## src/rtl/opgc_pkg.sv

```systemverilog
// Shared types for the operand gather/reduce block: reduction modes, FSM states
// and a constant clog2 helper used to size the select and result buses.
package opgc_pkg;

    typedef enum logic [1:0] {
        OPGC_SUM = 2'b00,
        OPGC_MAX = 2'b01,
        OPGC_MIN = 2'b10,
        OPGC_XOR = 2'b11
    } opgc_mode_e;

    typedef enum logic [1:0] {
        COLLECT = 2'b00,
        CALC    = 2'b01,
        HOLD    = 2'b10
    } opgc_state_e;

    // Ceiling log2; returns 0 for n <= 1.
    function automatic int opgc_clog2(input int n);
        int r;
        r = 0;
        for (int v = n - 1; v > 0; v = v >> 1) begin
            r++;
        end
        return r;
    endfunction

endpackage

```

## src/rtl/opgc_slot.sv

```systemverilog
// One operand slot: a WIDTH-bit data register plus its filled flag.
// clr has priority over wr_en so an accepted result always empties the slot.
module opgc_slot #(
    parameter int WIDTH = 4
) (
    input  logic             clock,
    input  logic             rst_n,
    input  logic             clr,
    input  logic             wr_en,
    input  logic [WIDTH-1:0] d,
    output logic [WIDTH-1:0] q,
    output logic             filled
);

    always_ff @(posedge clock) begin
        if (!rst_n || clr) begin
            q      <= '0;
            filled <= 1'b0;
        end else if (wr_en) begin
            q      <= d;
            filled <= 1'b1;
        end
    end

endmodule

```

## src/rtl/opnd_gather_calc.sv

```systemverilog
// Operand collector and reducer: fills N_OPND slots, then presents SUM/MAX/MIN/XOR.
// Define OPGC_AUTO_ACK_EN for strobe-style output that ignores res_ready.
module opnd_gather_calc
    import opgc_pkg::*;
#(
    parameter  int WIDTH  = 4,
    parameter  int N_OPND = 4,
    localparam int SEL_W  = (opgc_clog2(N_OPND) < 1) ? 1 : opgc_clog2(N_OPND),
    localparam int RES_W  = WIDTH + opgc_clog2(N_OPND)
) (
    input  logic              clock,
    input  logic              rst_n,
    input  logic [WIDTH-1:0]  d_in,
    input  logic [SEL_W-1:0]  sel,
    input  logic              capture,
    input  logic [1:0]        mode,
    output logic [RES_W-1:0]  result,
    output logic              res_valid,
    input  logic              res_ready,
    output logic [N_OPND-1:0] fill_mask,
    output logic              err
);

    opgc_state_e       state;
    logic [WIDTH-1:0]  slot_q [N_OPND];
    logic [N_OPND-1:0] wr_en;
    logic [N_OPND-1:0] next_mask;
    logic              sel_ok;
    logic              slot_clr;
    logic              accept;

    logic [RES_W-1:0]  red_sum;
    logic [WIDTH-1:0]  red_max;
    logic [WIDTH-1:0]  red_min;
    logic [WIDTH-1:0]  red_xor;
    logic [RES_W-1:0]  red_out;

    assign sel_ok = (32'(sel) < 32'(N_OPND));

`ifdef OPGC_AUTO_ACK_EN
    assign accept = (state == HOLD);
`else
    assign accept = (state == HOLD) && res_valid && res_ready;
`endif

    assign slot_clr = accept;

    // Decode the write strobe and predict the mask this capture would produce.
    always_comb begin
        wr_en     = '0;
        next_mask = fill_mask;
        for (int i = 0; i < N_OPND; i++) begin
            if ((state == COLLECT) && capture && (sel == SEL_W'(i))) begin
                wr_en[i]     = 1'b1;
                next_mask[i] = 1'b1;
            end
        end
    end

    for (genvar g = 0; g < N_OPND; g++) begin : g_slot
        opgc_slot #(
            .WIDTH (WIDTH)
        ) u_slot (
            .clock  (clock),
            .rst_n  (rst_n),
            .clr    (slot_clr),
            .wr_en  (wr_en[g]),
            .d      (d_in),
            .q      (slot_q[g]),
            .filled (fill_mask[g])
        );
    end

    // SUM is carried at full RES_W precision so it cannot wrap.
    always_comb begin
        red_sum = '0;
        red_max = '0;
        red_min = '1;
        red_xor = '0;
        for (int i = 0; i < N_OPND; i++) begin
            red_sum = red_sum + RES_W'(slot_q[i]);
            if (slot_q[i] > red_max) begin
                red_max = slot_q[i];
            end
            if (slot_q[i] < red_min) begin
                red_min = slot_q[i];
            end
            red_xor = red_xor ^ slot_q[i];
        end
        case (opgc_mode_e'(mode))
            OPGC_SUM: red_out = red_sum;
            OPGC_MAX: red_out = RES_W'(red_max);
            OPGC_MIN: red_out = RES_W'(red_min);
            OPGC_XOR: red_out = RES_W'(red_xor);
            default:  red_out = red_sum;
        endcase
    end

    always_ff @(posedge clock) begin
        if (!rst_n) begin
            state     <= COLLECT;
            result    <= '0;
            res_valid <= 1'b0;
            err       <= 1'b0;
        end else begin
            err <= capture && ((state != COLLECT) || !sel_ok);
            case (state)
                COLLECT: begin
                    if (capture && sel_ok && (&next_mask)) begin
                        state <= CALC;
                    end
                end
                CALC: begin
                    result    <= red_out;
                    res_valid <= 1'b1;
                    state     <= HOLD;
                end
                HOLD: begin
                    if (accept) begin
                        res_valid <= 1'b0;
                        state     <= COLLECT;
                    end
                end
                default: begin
                    state     <= COLLECT;
                    res_valid <= 1'b0;
                end
            endcase
        end
    end

endmodule

```

## config.mk

```make
export PLATFORM = sky130hd
export DESIGN_NAME = opnd_gather_calc
export DESIGN_NICKNAME = d
export VERILOG_FILES = /design/src/rtl/opgc_pkg.sv /design/src/rtl/opgc_slot.sv /design/src/rtl/opnd_gather_calc.sv
export SDC_FILE = /design/constraint.sdc
export NUM_CORES = 1
export LEC_CHECK = 0
export BUFFER_PORTS_ARGS = -buffer_cell sky130_fd_sc_hd__buf_2
export CORE_MARGIN = 1
export CORE_UTILIZATION = 51
export DETAILED_ROUTE_END_ITERATION = 16
export HOLD_SLACK_MARGIN = 0.12
export PLACE_DENSITY = 0.7
export SYNTH_ARGS = -nofsm -noshare
export SYNTH_HDL_FRONTEND = slang
export SYNTH_HIERARCHICAL = 1
export SYNTH_SLANG_ARGS = --single-unit
```

## constraint.sdc

```tcl
create_clock -name clock -period 4.3 [get_ports clock]
set_input_delay 0.86 -clock clock [delete_from_list [all_inputs] [get_ports clock]]
set_output_delay 0.86 -clock clock [all_outputs]
set_load 0.01 [all_outputs]
```

-- After elaboration in Yosys (flattened, before gate mapping)
Cells that the tools add are included.
- register bits: 30
- logic and storage cells: 77
- bits of input ports: 12
- output and inout port bits: 12
- eq/ne operators: 10
- order comparisons: 8
- $add $sub $neg: 3
- multiplexer cells: 22
- reductions and logical operators: 18
- bitwise gates (word level): 4
- operators with widths (kind ; number):
    $mux W4 ; 8
    $pmux W6 S4 ; 1
    $gt A4 B4 Y1 ; 3
    $lt A4 B4 Y1 ; 3
    $xor A4 B4 Y4 ; 3
    $eq A2 B2 Y1 const B ; 5
    $logic_and A1 B1 Y1 ; 9
    $mux W1 ; 9
    $add A5 B4 Y6 ; 1
    $add A6 B4 Y6 ; 1
    $eq A2 B1 Y1 const B ; 3
    $logic_not A2 Y1 ; 3
    $pmux W2 S3 ; 1
    $add A4 B4 Y5 ; 1
    $gt A4 B1 Y1 const B ; 1
    $lt A4 B4 Y1 const B ; 1
    $mux W2 ; 2
    $ne A2 B1 Y1 const B ; 2
    $reduce_and A2 Y1 ; 2
    $reduce_and A4 Y1 ; 1
    $pmux W1 S3 ; 1
    $reduce_bool A2 Y1 ; 1
    $logic_not A1 Y1 ; 1
    $logic_or A1 B1 Y1 ; 1
    $not A1 Y1 ; 1

-- Longest topological paths before layout
Gate-level depths: netlist of run 1.
- depth after elaboration: 9
- depth in mapped cells: 20
- gate-level depth less buffers: 20

-- Modules after synthesis
The synthesis of run 1 kept the hierarchy.
- by module, submodules not included (module ; cells each ; area an instance (um^2) ; instances):
    opnd_gather_calc ; 224 ; 1853.0 ; 1
    opgc_slot ; 17 ; 180.2 ; 4

-- Worst setup path before layout of run 1
Ideal clock, no wire load.
- kind: flip-flop to flip-flop
- from: register g_slot[0].u_slot.q[1]
- to: register result[2]
- buffers on the path: 0
- arrival: 3.797 ns
- required time: 4.233 ns
- cell stages (with the launch flop): 21
- setup slack: 0.436 ns
- setup time: 0.067 ns
- clock period less this slack: 3.864 ns
- path through: dfxtp_1 inv_1 ha_1 nor2b_4 o211a_4 nand2b_4 mux2_2 inv_1 ha_1 o21ai_0 a21oi_1 nor2_1 a211oi_2 mux2_2 inv_1 ha_1 o211ai_1 a21oi_1 a211o_1 mux2_4 o21ai_2
- word-level cells in the longest chain between the ends: 9
- RTL lines (what ; RTL line ; source):
    start, declared ; opgc_slot.sv:11 ; output logic [WIDTH-1:0] q,
    start signal, assigned ; opgc_slot.sv:17 ; q <= '0;
    start signal, assigned ; opgc_slot.sv:20 ; q <= d;
    $lt A4 B4 Y1 or $gt A4 B1 Y1 (tied branches) ; opnd_gather_calc.sv:85, opnd_gather_calc.sv:82 ;
    $mux W4 (on tied branches) ; opnd_gather_calc.sv:85, opnd_gather_calc.sv:82 ;
    $lt A4 B4 Y1 or $gt A4 B4 Y1 (tied branches) ; opnd_gather_calc.sv:85, opnd_gather_calc.sv:82 ;
    $mux W4 (on tied branches) ; opnd_gather_calc.sv:85, opnd_gather_calc.sv:82 ;
    $lt A4 B4 Y1 or $gt A4 B4 Y1 (tied branches) ; opnd_gather_calc.sv:85, opnd_gather_calc.sv:82 ;
    $mux W4 (on tied branches) ; opnd_gather_calc.sv:85, opnd_gather_calc.sv:82 ;
    $lt A4 B4 Y1 or $gt A4 B4 Y1 (tied branches) ; opnd_gather_calc.sv:85, opnd_gather_calc.sv:82 ;
    $mux W4 (on tied branches) ; opnd_gather_calc.sv:85, opnd_gather_calc.sv:82 ;
    $pmux W6 S4 * ; opnd_gather_calc.sv:90 ; case (opgc_mode_e'(mode))
    end signal, assigned ; opnd_gather_calc.sv:114 ; result <= red_out;
    end, declared ; opnd_gather_calc.sv:17 ; output logic [RES_W-1:0] result,
Mark *: on every way between the ends. The rest lies on a longest branch, timed or not.
A chain may end at the register's enable or synchronous reset.

-- Worst setup path after layout of run 1
- from: register g_slot[1].u_slot.q[3]
- to: register result[3]
- word-level cells in the longest chain between the ends: 7
- RTL lines (what ; RTL line):
    start, declared ; opgc_slot.sv:11
    start signal, assigned ; opgc_slot.sv:17
    start signal, assigned ; opgc_slot.sv:20
    $lt A4 B4 Y1 or $gt A4 B4 Y1 (tied branches) ; opnd_gather_calc.sv:85, opnd_gather_calc.sv:82
    $mux W4 (on tied branches) ; opnd_gather_calc.sv:85, opnd_gather_calc.sv:82
    $lt A4 B4 Y1 or $gt A4 B4 Y1 (tied branches) ; opnd_gather_calc.sv:85, opnd_gather_calc.sv:82
    $mux W4 (on tied branches) ; opnd_gather_calc.sv:85, opnd_gather_calc.sv:82
    $lt A4 B4 Y1 or $gt A4 B4 Y1 (tied branches) ; opnd_gather_calc.sv:85, opnd_gather_calc.sv:82
    $mux W4 (on tied branches) ; opnd_gather_calc.sv:85, opnd_gather_calc.sv:82
    $pmux W6 S4 * ; opnd_gather_calc.sv:90
Marks and branches as above.

==> flow_metrics.py, run 1 <==
metrics = {
    "clock_tree": {
        "path_clk_slew_ns": 0.06,
        "cts.htree.levels": 2,
        "clockRootBuffer": "clkbuf_8",
        "cts_tree": "yes",
        "clockBufferDepth": 2,
        "clock_latency_ns": 0.28,
        "cts_hold_buf": 0,
        "cts-buffers-inserted": 5,
        "clock_sinks": 30,
    },
    "cells_and_area": {
        "area_delta_synth_final_pct": 12.2,
        "fin_nets": 371,
        "final_cell_mix": "nor2_1, dfxtp_1, ha_1, buf_2, inv_1",
        "fin_util_pct": 60.3,
        "stdcell_count": 389,
        "antenna_cells": 0,
        "fillers": 413,
        "drive_gt1_share_pct": 19.9,
        "final_common_cell": "nor2_1",
    },
    "synth": {
        "synthCells": 292,
        "async_reset_ff_share_pct": 0,
        "synth_area_um2": 2570,
        "avgSynthCellArea_um2": 8.81,
        "ys_seq_area_share_pct": 23.3,
        "synthFlopType": "dfxtp_1",
        "synth_edf_count": 0,
        "synth-seq-cells": 30,
        "synth_fp_nets": 340,
        "yosysUniqueCellTypes": 53,
        "yosysWarnings": 6,
    },
    "run": {
        "max-cap-violations": 0,
    },
    "routing": {
        "avgRoutedWirePerCell_um": 15.0,
        "drt_iter0_markers": 101,
        "vias": 2179,
        "remaining_drc_errors": 0,
        "first_pass_iters": 4,
        "via_per_inst": 5.60,
        "wl_mm": 5.83,
        "ant_nets": 0,
    },
    "sta": {
        "setup_slack_ns": 0.183,
        "fin_crit_sh_pct": 95.7,
        "max_slew_margin_pct": 30.4,
        "slew_viol_final": 0,
        "hold-worst-slack_ns": 0.459,
        "setup_viol": 0,
        "clock_skew_ns": 0.00210,
        "hold_viol_final": 0,
        "worst_slew_pin_slew_ns": 1.04,
        "fmax_mhz": 243,
        "post-route-min-period_ns": 4.12,
    },
    "worst_setup_path": {
        "crit_arrival_ns": 4.32,
        "crit_path_end_kind": "flip-flop",
        "startpoint_type": "flip-flop",
        "critPathMaxFanout": 10,
        "critical_path_class": "reg2reg",
        "cp.required_ns": 4.50,
    },
    "min_path": {
        "hp-class": "reg2reg",
    },
    "floorplan": {
        "dieArea_um2": 5330,
        "num_rows": 25,
        "die_x_um": 73.0,
        "core-area_um2": 4790,
        "die_h_um": 73.0,
        "initial_utilization_pct": 53.8,
        "boundaryPins": 24,
    },
    "placement": {
        "place.gp.congestion": 0.911,
        "dp_hpwl_mm": 4.58,
        "dp_cells": 382,
        "dp_slack_ns": 0.0439,
        "portBuffers": 23,
    },
    "grt": {
        "grt_overflow_total": 0,
        "grt_usage_pct": 25.3,
        "grt_max_degree": 19,
        "grt_pass1_vias": 2230,
        "grt_pass1_wl_mm": 10.3,
        "antenna_found_initial": 0,
    },
    "power": {
        "powerDensity_nw_per_um2": 262,
        "ir_drop_mv": 0.219,
        "p_leak_nw": 1.25,
        "p_total_w": 0.000756,
    },
    "run_status": {
        "outcome": "finished, final reports clean",
    },
}
==> per-layer routing <==
metal,global-route usage (%),routed length [µm],share of wire [%]
met1,31.6,2640,45
met2,42.3,2790,48
met3,3.04,174,3.0
met4,13.9,224,3.8
met5,0,0,0
==> per-stage QoR <==
| step | setup TNS (ns) | cell area (µm²) |
|---|---|---|
| final | 0 | 2890 |
| after global routing | -0.0826 | 2890 |
| after CTS | 0 | 2850 |
| after detailed placement | 0 | 2760 |
| after global placement | 0 | 2760 |
| after floorplan | 0 | 2570 |
==> cell families (layout without fill, tap and decap cells) <==
logic type	after synthesis	in the layout	synth area share [%]
buffers and inverters	29	59	5.79
AND/OR/NAND/NOR	98	98	18.2
flip-flops	30	30	23.3
AO/OA/AOI/OAI	60	60	17.7
XOR/XNOR	11	11	3.74
multiplexers	28	28	11.4
adder cells (fa/ha/maj)	36	36	19.8
==> worst paths after layout <==
| kind | from | to | slack (ns) | cells past startpoint |
|---|---|---|---|---|
| setup reg to reg | g_slot[1].u_slot/q[3] | result[3] | 0.18 | 18 |
| hold reg to reg | result[5] | result[5] | 0.46 | 2 |
| setup / recovery | g_slot[1].u_slot/q[3] | result[3] | 0.18 | 18 |
| hold / removal | result[5] | result[5] | 0.46 | 2 |
==> critical path, stage by stage (launching register included) <==
cell	delay, ns
dfxtp_2	0.36
ha_1	0.39
o21ai_1	0.14
a21oi_2	0.06
o21ai_4	0.21
mux2i_2	0.27
ha_1	0.27
nor2b_1	0.13
o211ai_1	0.25
o2bb2ai_4	0.21
mux2_2	0.41
ha_1	0.18
nand2b_1	0.13
a21oi_1	0.12
o21a_1	0.31
nand3_1	0.12
a32oi_1	0.20
a21oi_1	0.08
o21ai_0	0.17
==> power breakdown <==
group	switching [W]	internal [W]	total, W
combinational	0.000133	0.000102	0.000235
sequential	0.0000107	0.000285	0.000296
clock	0.000102	0.000123	0.000225
==> state kept, by name, summed over array words and instances (netlist names) <==
name and flops:
err 1, g_slot.u_slot/filled 4, g_slot.u_slot/q 16, res_valid 1, result 6, state 2
==> final cells by class <==
| class | count | area, µm² | share of cell area [%] |
|---|---|---|---|
| tap | 67 | 83.8 | 2.90 |
| clock buffer | 6 | 82.6 | 2.86 |
| inverter | 21 | 78.8 | 2.73 |
| sequential | 30 | 602 | 20.8 |
| timing repair buffer | 32 | 183 | 6.33 |
| multi-input combinational | 233 | 1860 | 64.3 |
==> Yosys cell counts, types with 2 or more instances <==
cell type  instances  area (µm²)
nand4_1            2        12.5
a211oi_2           2        25.0
a21oi_2            3        26.3
a21o_1             3        22.5
nand2_1           19        71.3
o21a_1             2        15.0
a21oi_1           11        55.1
xnor2_1            9        78.8
buf_2              2        10.0
nand3_1            7        35.0
and2_1             4        25.0
a2111oi_0          2        17.5
a32oi_1            2        17.5
dfxtp_1           30         601
and3_1             3        18.8
a31oi_1            2        12.5
buf_6              5        56.3
nand2b_1           9        56.3
o21ai_0           10        50.1
nor3_1             5        25.0
mux2_2             6        67.6
o211ai_1           5        37.5
xor2_1             2        17.5
nor2_1            41         154
mux2i_1           21         210
nor2b_1            4        25.0
ha_1              28         350
inv_1             21        78.8
fa_1               8         160
==> repair_timing <==
item                                    4_1_cts  5_1_grt
buffers inserted                              0        1
gates resized for setup                       0        7
endpoints found under the setup margin        0        4
Note: power is estimated with default switching activity, not from simulation.
==> inputs of run 2 (changes only) <==
--- a/config.mk
+++ b/config.mk
@@ -7,11 +7,9 @@
 export LEC_CHECK = 0
 export BUFFER_PORTS_ARGS = -buffer_cell sky130_fd_sc_hd__buf_2
 export CORE_MARGIN = 1
-export CORE_UTILIZATION = 51
+export CORE_UTILIZATION = 30
 export DETAILED_ROUTE_END_ITERATION = 16
 export HOLD_SLACK_MARGIN = 0.12
-export PLACE_DENSITY = 0.7
 export SYNTH_ARGS = -nofsm -noshare
 export SYNTH_HDL_FRONTEND = slang
-export SYNTH_HIERARCHICAL = 1
 export SYNTH_SLANG_ARGS = --single-unit
==> constraint.sdc (replaced) <==
create_clock -name clock -period 3.76 [get_ports clock]
set_input_delay 0.752 -clock clock [delete_from_list [all_inputs] [get_ports clock]]
set_output_delay 0.752 -clock clock [all_outputs]
set_load 0.01 [all_outputs]
==> run 2 against run 1 <==
Against the previous run: the flow now finishes with violations (negative setup slack); wire length is 14% higher; hold slack better by 0.021 ns; final cell count is 19% higher; fmax is 1.3% lower; clock power is 26% higher; first-iteration DRC count is 40% lower; power is 43% higher; core utilization is 18 points lower; largest cell class unchanged.
==> flow_metrics.py, run 2 <==
metrics = {
    "worst_setup_path": {
        "r2r_cells": 19,
        "crit_path_end_kind": "flip-flop",
        "startpoint_type": "flip-flop",
        "r2r_end": "result[1]",
        "slowest_delay_ns": 0.50,
        "critPathMaxFanout": 8,
        "reg2reg_slack_ns": -0.41,
        "crit_arrival_ns": 4.35,
        "critical_path_class": "reg2reg",
        "cp.required_ns": 3.93,
        "crit_chain": "inv_4 -> ha_4 -> a211oi_2 -> o21a_2 -> nor2_4 -> o21a_1 -> ha_4 -> nor2b_4 -> o41ai_4 -> or2_4 -> nand2_2 -> o21ai_2 -> ha_1 -> and3b_4 -> a2111oi_4 -> o21ai_2 -> or4_1 -> o211ai_1 -> o211ai_1",
        "crit_slowest_cell": "or4_1",
        "r2r_start": "g_slot[0].u_slot.q[2]",
    },
    "placement": {
        "portBuffers": 23,
        "dp_hpwl_mm": 5.33,
        "dp_slack_ns": -0.337,
        "dp_cells": 449,
        "place.gp.congestion": 0.802,
    },
    "clock_tree": {
        "clock_latency_ns": 0.29,
        "cts-buffers-inserted": 5,
        "clockBufferDepth": 2,
        "cts.htree.levels": 2,
        "cts_tree": "yes",
        "path_clk_slew_ns": 0.07,
        "clock_sinks": 30,
        "clockRootBuffer": "clkbuf_8",
        "cts_hold_buf": 0,
    },
    "run_status": {
        "violations": "negative setup slack",
        "outcome": "finished, violations left",
    },
    "synth": {
        "synth_top_area_cell": "dfxtp_1",
        "synthCells": 285,
        "yosys.area.top_type_share_pct": 24.4,
        "synth_area_leaders": "dfxtp_1, ha_1, mux2i_1, fa_1, nor2_1",
        "netlist_top_cells_count": "dfxtp_1, nor2_1, ha_1",
        "synth_edf_count": 0,
        "avgSynthCellArea_um2": 8.64,
        "yosysWarnings": 0,
        "yosysUniqueCellTypes": 50,
        "synth.most_common_cell": "dfxtp_1",
        "synth-seq-cells": 30,
        "async_reset_ff_share_pct": 0,
        "synth_area_um2": 2460,
        "ys_seq_area_share_pct": 24.4,
        "synth_fp_nets": 332,
        "synthFlopType": "dfxtp_1",
    },
    "min_path": {
        "timing.hold.worst_endpoint": "g_slot[3].u_slot.filled",
        "hp-class": "reg2reg",
        "hp-start": "g_slot[3].u_slot.filled",
        "hold_depth": 2,
    },
    "cells_and_area": {
        "drive_gt1_share_pct": 35.6,
        "largest_register": "g_slot.u_slot.q",
        "antenna_cells": 0,
        "register_area_um2": 609,
        "final_common_cell": "buf_4",
        "final_cell_mix": "buf_4, nor2_1, dfxtp_1, buf_2, ha_1",
        "fin_nets": 406,
        "fin_util_pct": 42.7,
        "stdcell_count": 462,
        "fillers": 812,
        "area_delta_synth_final_pct": 36.3,
        "multi_input_area_um2": 1910,
        "largest_reg_flops": 16,
        "largestRegisters": "g_slot.u_slot.q (16), result (6), g_slot.u_slot.filled (4)",
    },
    "routing": {
        "wl_mm": 6.68,
        "drt_iter0_markers": 61,
        "via_per_inst": 5.08,
        "remaining_drc_errors": 0,
        "avgRoutedWirePerCell_um": 14.5,
        "ant_nets": 0,
        "first_pass_iters": 5,
        "vias": 2346,
    },
    "floorplan": {
        "die_x_um": 92.6,
        "core-area_um2": 7850,
        "initial_utilization_pct": 31.4,
        "dieArea_um2": 8570,
        "die_h_um": 92.6,
        "num_rows": 32,
        "boundaryPins": 24,
    },
    "grt": {
        "grt_pass1_vias": 2310,
        "grt_pass1_wl_mm": 11.3,
        "grt_overflow_total": 0,
        "grt_max_degree": 21,
        "antenna_found_initial": 0,
        "grt_usage_pct": 16.6,
    },
    "sta": {
        "slew_viol_final": 0,
        "hold_viol_final": 0,
        "setup_slack_ns": -0.411,
        "fmax_mhz": 240,
        "worst_slew_pin_slew_ns": 0.606,
        "fin_crit_sh_pct": 111,
        "post-route-min-period_ns": 4.17,
        "tns_ns": -1.29,
        "rsz0062_at_grt": "yes",
        "max_slew_margin_pct": 59.5,
        "setup_viol": 4,
        "clock_skew_ns": 0.00141,
    },
    "power": {
        "powerDensity_nw_per_um2": 321,
        "ir_drop_mv": 0.118,
        "p_leak_nw": 1.54,
        "p_total_w": 0.00108,
    },
    "run": {
        "max-cap-violations": 0,
    },
}
[run 2: logic make-up (layout without fill, tap and decap cells)]
kind of cell    count (synthesis)  after routing  share of synthesized area, %
simple gates                   89             89                          19.2
compound gates                 79             79                          22.2
fa+ha+maj                      35             35                          20.2
flops                          30             30                          24.4
buf+inv                        30            105                          5.19
mux                            18             18                          7.32
xor+xnor                        4              4                          1.42
[run 2: worst max-delay path, delay by kind of cell, from the launching register on]
family	cells	cell delay, ns
flops	1	0.37
buf+inv	1	0.04
compound gates	9	1.54
fa+ha+maj	3	0.82
simple gates	6	1.28
[run 2: what timing repair did]
action / 4_1_cts / 5_1_grt
setup buffers: 3 / 3
cloned: 0 / 0
gates resized for setup: 6 / 26
pin swaps: 3 / 12
endpoints found under the setup margin: 4 / 4
[run 2: through the flow]
stage	hold WS [ns]	area (µm²)
finish	0.481	3350
global route	0.538	3350
CTS	0.484	3220
detailed placement	0.474	3090
global placement	0.461	3090
floorplan	0.452	2540
[run 2: where the power goes]
group / internal (W) / total [W] / switching (W)
logic: 0.000235 / 0.000457 / 0.000222
clock network: 0.000147 / 0.000284 / 0.000137
registers: 0.000326 / 0.000337 / 0.0000109
total: 0.000708 / 0.00108 / 0.000370
[run 2: worst max path at each step]
stage | from | to | slack, ns
after CTS | g_slot[0].u_slot.q[2] | result[1] | -0.32
after global routing | g_slot[0].u_slot.q[2] | result[2] | -0.60
after floorplan | g_slot[0].u_slot.q[2] | result[1] | -0.27
final | g_slot[0].u_slot.q[2] | result[1] | -0.41
after global placement | g_slot[0].u_slot.q[3] | result[1] | -0.25
after detailed placement | g_slot[0].u_slot.q[3] | result[1] | -0.34
[run 2: routing by layer]
metal | part of all wire, % | GRT usage, % | up-vias
li1 | - | - | 1189
met1 | 48 | 21.9 | 1109
met2 | 47 | 27.3 | 40
met3 | 3.7 | 4.11 | 8
met4 | 1.1 | 3.78 | 0
met5 | 0 | 0 | -
[run 2: final cells by class]
type / instances / share of cell area, %
Clock buffer: 6 / 2.46
Multi-Input combinational cell: 225 / 56.9
Sequential cell: 30 / 18.2
Inverter: 19 / 2.20
Timing Repair Buffer: 78 / 16.1
Clock inverter: 2 / 0.373
Tap cell: 102 / 3.80
==> inputs of run 3 (changes only) <==
==> constraint.sdc (replaced) <==
create_clock -name clock -period 4.6 [get_ports clock]
set_input_delay 0.92 -clock clock [delete_from_list [all_inputs] [get_ports clock]]
set_output_delay 0.92 -clock clock [all_outputs]
set_load 0.02 [all_outputs]
==> run 3 against run 2 <==
Against the previous run: the run now ends clean; clock power fell by 30%; sequential share of layout area rose by 2.3 points; power fell by 28%; fmax fell by 5.4%; hold slack improved by 0.0045 ns; non-clock buffer count fell by 36; final cell count fell by 8.0%; final area fell by 11%; combinational power fell by 35%; critical path depth did not move; worst setup slack improved by 0.60 ns; global-route usage fell by 0.97 points; highest routed layer unchanged.
==> flow_metrics.py, run 3 (synthesized netlist as in run 2, its figures left out) <==
metrics = {
    "power": {
        "p_total_w": 0.000772,
        "seq_power_share_pct": 35.6,
        "ir_drop_mv": 0.139,
        "pwr-share-clk_pct": 25.9,
        "p_sw_share_pct": 34.6,
        "powerDensity_nw_per_um2": 258,
        "p_leak_nw": 1.35,
        "p_comb_share_pct": 38.5,
        "switchingPower_w": 0.000267,
        "p_int_w": 0.000505,
    },
    "grt": {
        "grt_overflow_total": 0,
        "grt_usage_pct": 15.7,
        "grt_max_degree": 21,
        "antenna_found_initial": 0,
        "grt_pass1_vias": 2112,
        "grt_pass1_wl_mm": 10.5,
    },
    "cells_and_area": {
        "final_common_cell": "nor2_1",
        "drive_gt1_share_pct": 23.5,
        "largest_reg_flops": 16,
        "largestRegisters": "g_slot.u_slot.q (16), result (6), g_slot.u_slot.filled (4)",
        "final_cell_mix": "nor2_1, dfxtp_1, ha_1, buf_2",
        "largest_register": "g_slot.u_slot.q",
        "area_delta_synth_final_pct": 21.5,
        "stdcell_count": 425,
        "design_area_um2": 2990,
        "fin_nets": 370,
        "antenna_cells": 0,
        "fillers": 839,
    },
    "clock_tree": {
        "cts_tree": "yes",
        "clock_latency_ns": 0.28,
        "path_clk_slew_ns": 0.07,
        "clockBufferDepth": 2,
        "clockRootBuffer": "clkbuf_8",
        "cts-buffers-inserted": 5,
        "clock_sinks": 30,
        "cts.htree.levels": 2,
    },
    "placement": {
        "dpl_cell_area_um2": 2720,
        "dp_cells": 409,
        "dp_slack_ns": -0.0272,
        "dp_hpwl_mm": 5.02,
        "place.gp.congestion": 0.845,
        "portBuffers": 23,
    },
    "routing": {
        "first_pass_iters": 4,
        "drt_iter0_markers": 121,
        "remaining_drc_errors": 0,
        "ant_nets": 0,
        "vias": 2242,
        "wl_mm": 6.37,
        "via_per_inst": 5.28,
        "avgRoutedWirePerCell_um": 15.0,
    },
    "worst_setup_path": {
        "critPathMaxFanout": 7,
        "critical_path_class": "reg2reg",
        "crit_arrival_ns": 4.56,
        "crit_chain": "inv_2 -> ha_4 -> a211oi_4 -> o21a_1 -> nor2_4 -> o21a_1 -> ha_1 -> nor2b_4 -> o41ai_4 -> or2_4 -> o21ai_1 -> ha_1 -> and3b_4 -> a2111oi_4 -> buf_4 -> or4b_2 -> a21o_1 -> o211ai_1 -> o211ai_1",
        "cp.required_ns": 4.75,
        "cp.buffers_inverters": 2,
        "slowest_delay_ns": 0.64,
        "crit_slowest_cell": "or4b_2",
        "cp_top_family": "compound AO/OA/AOI/OAI gates",
        "crit_path_end_kind": "flip-flop",
        "startpoint_type": "flip-flop",
    },
    "sta": {
        "fin_crit_sh_pct": 95.8,
        "clock_skew_ns": 0.0111,
        "post-route-min-period_ns": 4.41,
        "hold_viol_final": 0,
        "tns_ns": 0,
        "max_slew_margin_pct": 56.0,
        "setup_viol": 0,
        "worst_slew_pin_slew_ns": 0.658,
        "fmax_mhz": 227,
        "setup_slack_ns": 0.193,
        "slew_viol_final": 0,
    },
    "floorplan": {
        "boundaryPins": 24,
        "die_h_um": 92.6,
        "num_rows": 32,
        "core-area_um2": 7850,
        "initial_utilization_pct": 31.4,
        "die_x_um": 92.6,
        "dieArea_um2": 8570,
    },
    "run": {
        "max-cap-violations": 0,
    },
    "min_path": {
        "hp-class": "reg2reg",
    },
    "run_status": {
        "outcome": "finished, final reports clean",
    },
}
==> run 3: changes by cell type in the layout (fill, tap and decap cells not counted), sizes merged <==
cell | previous run | this run
clkinvlp | 1 | 0
buf | 78 | 41
clkinv | 1 | 2
==> run 3: area by class of cell <==
class / count / area (µm²) / share of cell area [%]
well taps: 102 / 128 / 4.27
repair buffers: 42 / 255 / 8.54
inverters: 19 / 71.3 / 2.39
clock buffers: 5 / 68.8 / 2.30
multi-input cells: 225 / 1840 / 61.7
clock inverters: 2 / 10.0 / 0.335
flip-flops and latches: 30 / 612 / 20.5
==> run 3: repair_timing <==
action,4_1_cts,5_1_grt
pin swaps,1,14
hold buffers,0,0
resized for setup,2,30
endpoints found under the hold margin,0,0
gates cloned,0,0
buffers inserted,0,9
setup endpoints to repair,2,4
==> run 3: through the flow <==
step	util, %	hold slack, ns
2_1_floorplan	-	0.452
3_3_place_gp	34.7	0.468
3_5_place_dp	34.7	0.475
4_1_cts	35.8	0.493
5_1_grt	38.1	0.518
6_report	38.1	0.485
==> run 3: power groups by stage <==
stage	combinational, W	sequential, W	clock (W)
global placement	0.000246	0.000280	0
floorplan	0.000188	0.000280	0
detailed placement	0.000250	0.000281	0
finish	0.000297	0.000275	0.000200
global route	0.000328	0.000276	0.000217
CTS	0.000255	0.000275	0.000205
==> run 3: worst paths after layout <==
kind	start	to	slack (ns)	depth (start not counted)
min	g_slot[0].u_slot.filled	g_slot[0].u_slot.filled	0.49	2
max reg2reg	g_slot[0].u_slot.q[2]	result[1]	0.19	19
min reg2reg	g_slot[0].u_slot.filled	g_slot[0].u_slot.filled	0.49	2
max	g_slot[0].u_slot.q[2]	result[1]	0.19	19
==> run 3: worst min-delay path, delay by kind of cell, from the launching register on <==
kind          cells  cell delay [ns]
flops             1             0.32
simple gates      2             0.13
==> run 3: layer usage <==
layer	track usage [%]	wire, µm
met1	22.2	3210
met2	24.6	2870
met3	2.63	227
met4	3.65	60
met5	0	0
